$ cat config.mk
export PLATFORM = sky130hd
export DESIGN_NAME = pipelined_addsub_flat
export DESIGN_NICKNAME = d
export VERILOG_FILES = /design/src/rtl/pipelined_addsub_if.sv /design/src/rtl/pipelined_addsub.sv /design/src/flat_wrapper.sv
export SDC_FILE = /design/constraint.sdc
export NUM_CORES = 1
export LEC_CHECK = 0
export BUFFER_PORTS_ARGS = -buffer_cell sky130_fd_sc_hd__buf_4
export CAP_MARGIN = 20
export CORE_UTILIZATION = 50
export CTS_CLUSTER_DIAMETER = 120
export DETAILED_ROUTE_END_ITERATION = 10
export PLACE_DENSITY = 0.8
export SLEW_MARGIN = 15
export SYNTH_ARGS = -nofsm -noshare
export SYNTH_HDL_FRONTEND = slang
export SYNTH_SLANG_ARGS = --single-unit
export TNS_END_PERCENT = 100
$ cat constraint.sdc
create_clock -name clk -period 1.8 [get_ports clk]
set_clock_uncertainty 0.05 [all_clocks]
set_input_delay 0.18 -clock clk [delete_from_list [all_inputs] [get_ports clk]]
set_output_delay 0.18 -clock clk [all_outputs]
set_load 0.01 [all_outputs]
$ cat src/rtl/pipelined_addsub_if.sv
// rtl/pipelined_addsub_if.sv - operand/result handshake bundle for pipelined_addsub
interface pipelined_addsub_if #(
    parameter int WIDTH = 16
);
    logic             in_valid;
    logic             in_ready;
    logic [WIDTH-1:0] A;
    logic [WIDTH-1:0] B;
    logic             Cin;
    logic             SUB;
    logic             out_valid;
    logic             out_ready;
    logic [WIDTH-1:0] S;
    logic             Cout;
    logic             V;
    logic             Z;

    modport master (
        output in_valid, A, B, Cin, SUB, out_ready,
        input  in_ready, out_valid, S, Cout, V, Z
    );

    modport slave (
        input  in_valid, A, B, Cin, SUB, out_ready,
        output in_ready, out_valid, S, Cout, V, Z
    );
endinterface

$ cat src/rtl/pipelined_addsub.sv
// rtl/pipelined_addsub.sv - pipelined ripple-chunk adder/subtractor with carry, overflow and zero flags
module pipelined_addsub #(
    parameter int WIDTH  = 16,
    parameter int STAGES = 4
) (
    input  logic                clk,
    input  logic                rst_n,
    pipelined_addsub_if.slave   bus
);
    localparam int CHUNK = WIDTH / STAGES;
    localparam int LAST  = STAGES - 1;

    // Stage registers; operand copies only matter above the chunks already summed.
    logic [WIDTH-1:0] a_q     [STAGES];
    logic [WIDTH-1:0] bop_q   [STAGES];
    logic [WIDTH-1:0] sum_q   [STAGES];
    logic             carry_q [STAGES];
    logic             valid_q [STAGES];
    logic             v_q;
    logic             z_q;

    // What each stage sees on its inputs, and what it will register.
    logic [WIDTH-1:0] a_in     [STAGES];
    logic [WIDTH-1:0] bop_in   [STAGES];
    logic [WIDTH-1:0] sum_in   [STAGES];
    logic             carry_in [STAGES];
    logic             valid_in [STAGES];
    logic [CHUNK:0]   chunk_sum[STAGES];
    logic [WIDTH-1:0] sum_d    [STAGES];
    logic             carry_d  [STAGES];
    logic             v_d;
    logic             z_d;
    logic             stall;
    logic             accept;

    // A held result freezes the whole pipe, bubbles included.
    assign stall        = valid_q[LAST] & ~bus.out_ready;
    assign accept       = bus.in_valid & ~stall;
    assign bus.in_ready = ~stall;

    // Stage 0 folds SUB into the operand and carry; later stages take the previous register.
    always_comb begin
        a_in[0]     = bus.A;
        bop_in[0]   = bus.SUB ? ~bus.B : bus.B;
        carry_in[0] = bus.Cin ^ bus.SUB;
        sum_in[0]   = '0;
        valid_in[0] = accept;
        for (int k = 1; k < STAGES; k++) begin
            a_in[k]     = a_q[k-1];
            bop_in[k]   = bop_q[k-1];
            carry_in[k] = carry_q[k-1];
            sum_in[k]   = sum_q[k-1];
            valid_in[k] = valid_q[k-1];
        end
    end

    // Each stage ripples its own chunk and merges it into the partial sum.
    always_comb begin
        for (int k = 0; k < STAGES; k++) begin
            chunk_sum[k] = {1'b0, a_in[k][k*CHUNK +: CHUNK]}
                         + {1'b0, bop_in[k][k*CHUNK +: CHUNK]}
                         + {{CHUNK{1'b0}}, carry_in[k]};
            sum_d[k]                    = sum_in[k];
            sum_d[k][k*CHUNK +: CHUNK]  = chunk_sum[k][CHUNK-1:0];
            carry_d[k]                  = chunk_sum[k][CHUNK];
        end
    end

    // Flags from the final chunk: carry into the MSB recovered as a ^ b ^ sum at that bit.
    always_comb begin
        v_d = a_in[LAST][WIDTH-1] ^ bop_in[LAST][WIDTH-1] ^ sum_d[LAST][WIDTH-1] ^ carry_d[LAST];
        z_d = ~|sum_d[LAST];
    end

    // Pipeline registers: cleared on reset, all advance together unless stalled.
    always_ff @(posedge clk or negedge rst_n) begin
        if (!rst_n) begin
            for (int k = 0; k < STAGES; k++) begin
                a_q[k]     <= '0;
                bop_q[k]   <= '0;
                sum_q[k]   <= '0;
                carry_q[k] <= 1'b0;
                valid_q[k] <= 1'b0;
            end
            v_q <= 1'b0;
            z_q <= 1'b0;
        end else if (!stall) begin
            for (int k = 0; k < STAGES; k++) begin
                a_q[k]     <= a_in[k];
                bop_q[k]   <= bop_in[k];
                sum_q[k]   <= sum_d[k];
                carry_q[k] <= carry_d[k];
                valid_q[k] <= valid_in[k];
            end
            v_q <= v_d;
            z_q <= z_d;
        end
    end

    assign bus.out_valid = valid_q[LAST];
    assign bus.S         = sum_q[LAST];
    assign bus.Cout      = carry_q[LAST];
    assign bus.V         = v_q;
    assign bus.Z         = z_q;
endmodule

$ cat src/flat_wrapper.sv
// flat-port wrapper written by rule: the top's interface ports become plain ports
module pipelined_addsub_flat 
#(
    parameter int WIDTH  = 16,
    parameter int STAGES = 4
)
  (clk, rst_n, bus_in_valid, bus_A, bus_B, bus_Cin, bus_SUB, bus_out_ready, bus_in_ready, bus_out_valid, bus_S, bus_Cout, bus_V, bus_Z);
  pipelined_addsub_if #(.WIDTH(WIDTH)) bus_i ();
  input  logic clk;
  input  logic rst_n;
  input wire logic [$bits(bus_i.in_valid)-1:0] bus_in_valid;
  input wire logic [$bits(bus_i.A)-1:0] bus_A;
  input wire logic [$bits(bus_i.B)-1:0] bus_B;
  input wire logic [$bits(bus_i.Cin)-1:0] bus_Cin;
  input wire logic [$bits(bus_i.SUB)-1:0] bus_SUB;
  input wire logic [$bits(bus_i.out_ready)-1:0] bus_out_ready;
  output wire logic [$bits(bus_i.in_ready)-1:0] bus_in_ready;
  output wire logic [$bits(bus_i.out_valid)-1:0] bus_out_valid;
  output wire logic [$bits(bus_i.S)-1:0] bus_S;
  output wire logic [$bits(bus_i.Cout)-1:0] bus_Cout;
  output wire logic [$bits(bus_i.V)-1:0] bus_V;
  output wire logic [$bits(bus_i.Z)-1:0] bus_Z;
  assign bus_i.in_valid = bus_in_valid;
  assign bus_i.A = bus_A;
  assign bus_i.B = bus_B;
  assign bus_i.Cin = bus_Cin;
  assign bus_i.SUB = bus_SUB;
  assign bus_i.out_ready = bus_out_ready;
  assign bus_in_ready = bus_i.in_ready;
  assign bus_out_valid = bus_i.out_valid;
  assign bus_S = bus_i.S;
  assign bus_Cout = bus_i.Cout;
  assign bus_V = bus_i.V;
  assign bus_Z = bus_i.Z;
  pipelined_addsub #(.WIDTH(WIDTH), .STAGES(STAGES)) u_core (.clk(clk), .rst_n(rst_n), .bus(bus_i));
endmodule
==> impl_metrics.py <==
metrics = {
    "drt": {
        "dr.max_layer_used": "met4",
        "drt_wl_total_um": 7990,
        "wire_per_inst_um": 12.4,
        "postRouteAntennaNets": 0,
        "drc": 0,
        "drtIter0Drc": 202,
        "via_per_inst": 4.88,
        "route.met2.wl_um": 3940,
        "met3WireLength_um": 298,
        "wl_met1_um": 3620,
        "vias": 3149,
        "firstDrtPassIters": 5,
    },
    "setup_path": {
        "slowest_stage": "dfrtp_1",
        "cp-start-kind": "flop",
        "path_common_cell": "fa_2",
        "worst-setup-path-type": "flop to flop",
        "crit_arrival_ns": 2.11,
        "worstSetupEndpointType": "flop",
        "critPathMaxStageDelay_ns": 0.42,
        "path_max_fanout": 2,
        "cp_cell_sequence": "fa_2, fa_2, a21o_1, a21oi_2, xnor2_1, o21ai_1",
        "cp.required_ns": 1.99,
    },
    "timing": {
        "rsz0062_at_grt": "true",
        "max-slew-margin-rel_pct": 67.1,
        "setup_ws_ns": -0.120,
        "hold_ws_ns": 0.0348,
        "period_needed_ns": 1.92,
        "worst_slew_pin_slew_ns": 0.493,
        "max_freq_mhz": 521,
        "fin_crit_sh_pct": 107,
        "setup_viol": 3,
        "hold_viol": 0,
        "slew_violations": 0,
        "final.setup.tns_ns": -0.138,
    },
    "final_layout": {
        "area_growth_pct": 24.2,
        "nNetsFinal": 593,
        "fill_cells": 658,
        "multi_input_area_um2": 1770,
        "final_cells": 645,
        "seqCellArea_um2": 2450,
        "antenna_cells": 0,
        "drive_above_1_share_pct": 20.4,
        "final_core_util_pct": 64.6,
        "stdcell_area_um2": 5330,
    },
    "global_route": {
        "grt_pass1_wl_um": 13800,
        "grt_use_total_pct": 20.2,
        "antenna_found_initial": 0,
        "grt_max_degree": 99,
        "overflow": 0,
        "grt_pass1_vias": 3035,
    },
    "pwr": {
        "power_density_nw_per_um2": 1650,
        "leakage_nw": 2.75,
        "vdd_drop_max_uv": 651,
        "power.total_mw": 8.78,
    },
    "logic_synthesis": {
        "yosys_warnings": 0,
        "avgSynthCellArea_um2": 9.39,
        "synth_edf_count": 0,
        "syn-cell-area_um2": 4290,
        "ys_seq_area_share_pct": 57.1,
        "ys_types": 24,
        "synthTopCellsByArea": "dfrtp_1 57%, nand2_1 20%, fa_1 3.7%, ha_1 3.5%, xnor2_1 3.5%",
        "synth_nets": 515,
        "synth_top_cell_by_area": "dfrtp_1",
        "syn-instance-count": 457,
        "ys.flop_type": "dfrtp_1",
        "synth_top_area_share_pct": 57.1,
        "ys_ff_latch": 98,
        "ys_async_sr_fraction_pct": 100,
    },
    "status": {
        "violations": "negative setup slack",
        "status": "complete, but fails checks",
    },
    "placed_design": {
        "place_ws_ns": -0.107,
        "dp_hpwl_um": 5420,
        "place_area_um2": 4920,
        "numPortBuffers": 58,
        "dp_cells": 613,
        "gp_congestion": 0.748,
    },
    "clock_tree": {
        "cts_max_level": 3,
        "numCtsBuffers": 9,
        "clk_path_buf_depth": 2,
        "path_clk_slew_ns": 0.10,
        "clkLatencyLatePin_ns": 0.36,
        "numClockSinks": 98,
        "tritoncts": "built",
        "cts_root_buf": "clkbuf_8",
    },
    "worst_hold_path": {
        "hold_path.class": "primary input to flop",
    },
    "die": {
        "die_area_um2": 8960,
        "die_w_um": 94.7,
        "start_util_pct": 52.0,
        "fp-row-count": 33,
        "pin_count": 59,
        "core_area_um2": 8260,
        "chipHeight_um": 94.7,
    },
    "job": {
        "maxCapViolCount": 0,
    },
}
==> where the power goes <==
group	switching [mW]	internal (mW)	total, mW
clock network	0.778	0.795	1.57
logic	1.78	1.61	3.39
registers	0.640	3.17	3.81
total	3.20	5.58	8.78
==> cell type report <==
type	count	area share, %
Clock inverter	7	1.88
Inverter	5	0.352
Timing Repair Buffer	90	13.8
Multi-Input combinational cell	331	33.2
Tap cell	105	2.46
Clock buffer	9	2.32
Sequential cell	98	46.0
==> cell usage in the layout (no fill, tap or decap) <==
| cell | n |
|---|---|
| a21oi_2 | 5 |
| a21oi_1 | 8 |
| nor2_1 | 7 |
| xnor2_1 | 16 |
| inv_6 | 2 |
| nand2b_1 | 1 |
| clkbuf_8 | 9 |
| a21o_1 | 7 |
| fa_2 | 6 |
| dfrtp_1 | 98 |
| clkinv_2 | 1 |
| inv_2 | 1 |
| nor2b_1 | 1 |
| inv_1 | 4 |
| dlygate4sd3_1 | 14 |
| buf_4 | 74 |
| o21ai_0 | 21 |
| buf_12 | 2 |
| nand4_1 | 1 |
| nor4_2 | 2 |
| clkinv_4 | 2 |
| o21ai_1 | 3 |
| mux2_2 | 1 |
| nand2_1 | 226 |
| fa_1 | 2 |
| nor4_1 | 1 |
| bufinv_16 | 2 |
| xor2_1 | 8 |
| xnor2_2 | 1 |
| ha_1 | 12 |
| or4_4 | 1 |
| nor2b_4 | 1 |
==> synth_stat cells (4+ instances only) <==
cell and count:
a21o_1 7, a21oi_1 13, buf_2 8, clkbuf_1 11, dfrtp_1 98, fa_1 8, ha_1 12, inv_1 4
nand2_1 226, nor2_1 7, o21ai_0 21, xnor2_1 17, xor2_1 8
==> path summary, 6_finish.rpt <==
kind	end	slack (ns)	cells past startpoint	start
max	u_core.bus.V	-0.12	6	u_core.carry_in[0]
min	u_core.bop_in[42]	0.03	3	bus_B[10]
max reg2reg	u_core.bus.V	-0.12	6	u_core.carry_in[0]
min reg2reg	u_core.sum_d[32]	0.43	2	u_core.sum_d[32]
max in group asynchronous	u_core.sum_d[22]	0.98	3	rst_n
min in group asynchronous	u_core.a_in[30]	0.36	3	rst_n
==> routing by layer <==
metal	global-route usage (%)	vias to the layer above
met5	0	-
met4	8.08	0
met3	3.95	11
met2	32.9	58
met1	26.6	1497
li1	-	1583
==> sequential cells by signal (all words and copies together), names as in the netlist <==
name	count
u_core.sum_d	24
u_core.a_in	24
u_core.bop_in	24
u_core.bus.Z	1
u_core.bus.Cout	1
u_core.bus.S	16
u_core.valid_in	3
u_core.carry_in	3
u_core.bus.V	1
u_core.bus.out_valid	1
==> cells by family after synthesis <==
family / after synthesis / share of synthesized area [%]
flops: 98 / 57.1
compound gates: 44 / 5.54
simple gates: 241 / 21.8
mux: 1 / 0.262
buf+inv: 28 / 2.94
xor+xnor: 25 / 5.10
fa+ha+maj: 20 / 7.23
==> repair_timing <==
item / 4_1_cts / 5_1_grt
pin swaps: 2 / 6
endpoints found under the hold margin: 111 / 0
setup endpoints to repair: 4 / 6
resized for setup: 3 / 5
setup buffers: 0 / 2
hold buffers: 14 / 0
==> worst max-delay path: cells and delay by family, from the launching register on <==
kind	cells	cell delay, ns
flops	1	0.42
fa+ha+maj	2	0.78
xor+xnor	1	0.13
compound gates	3	0.42
Note: power is estimated with default switching activity, not from simulation.
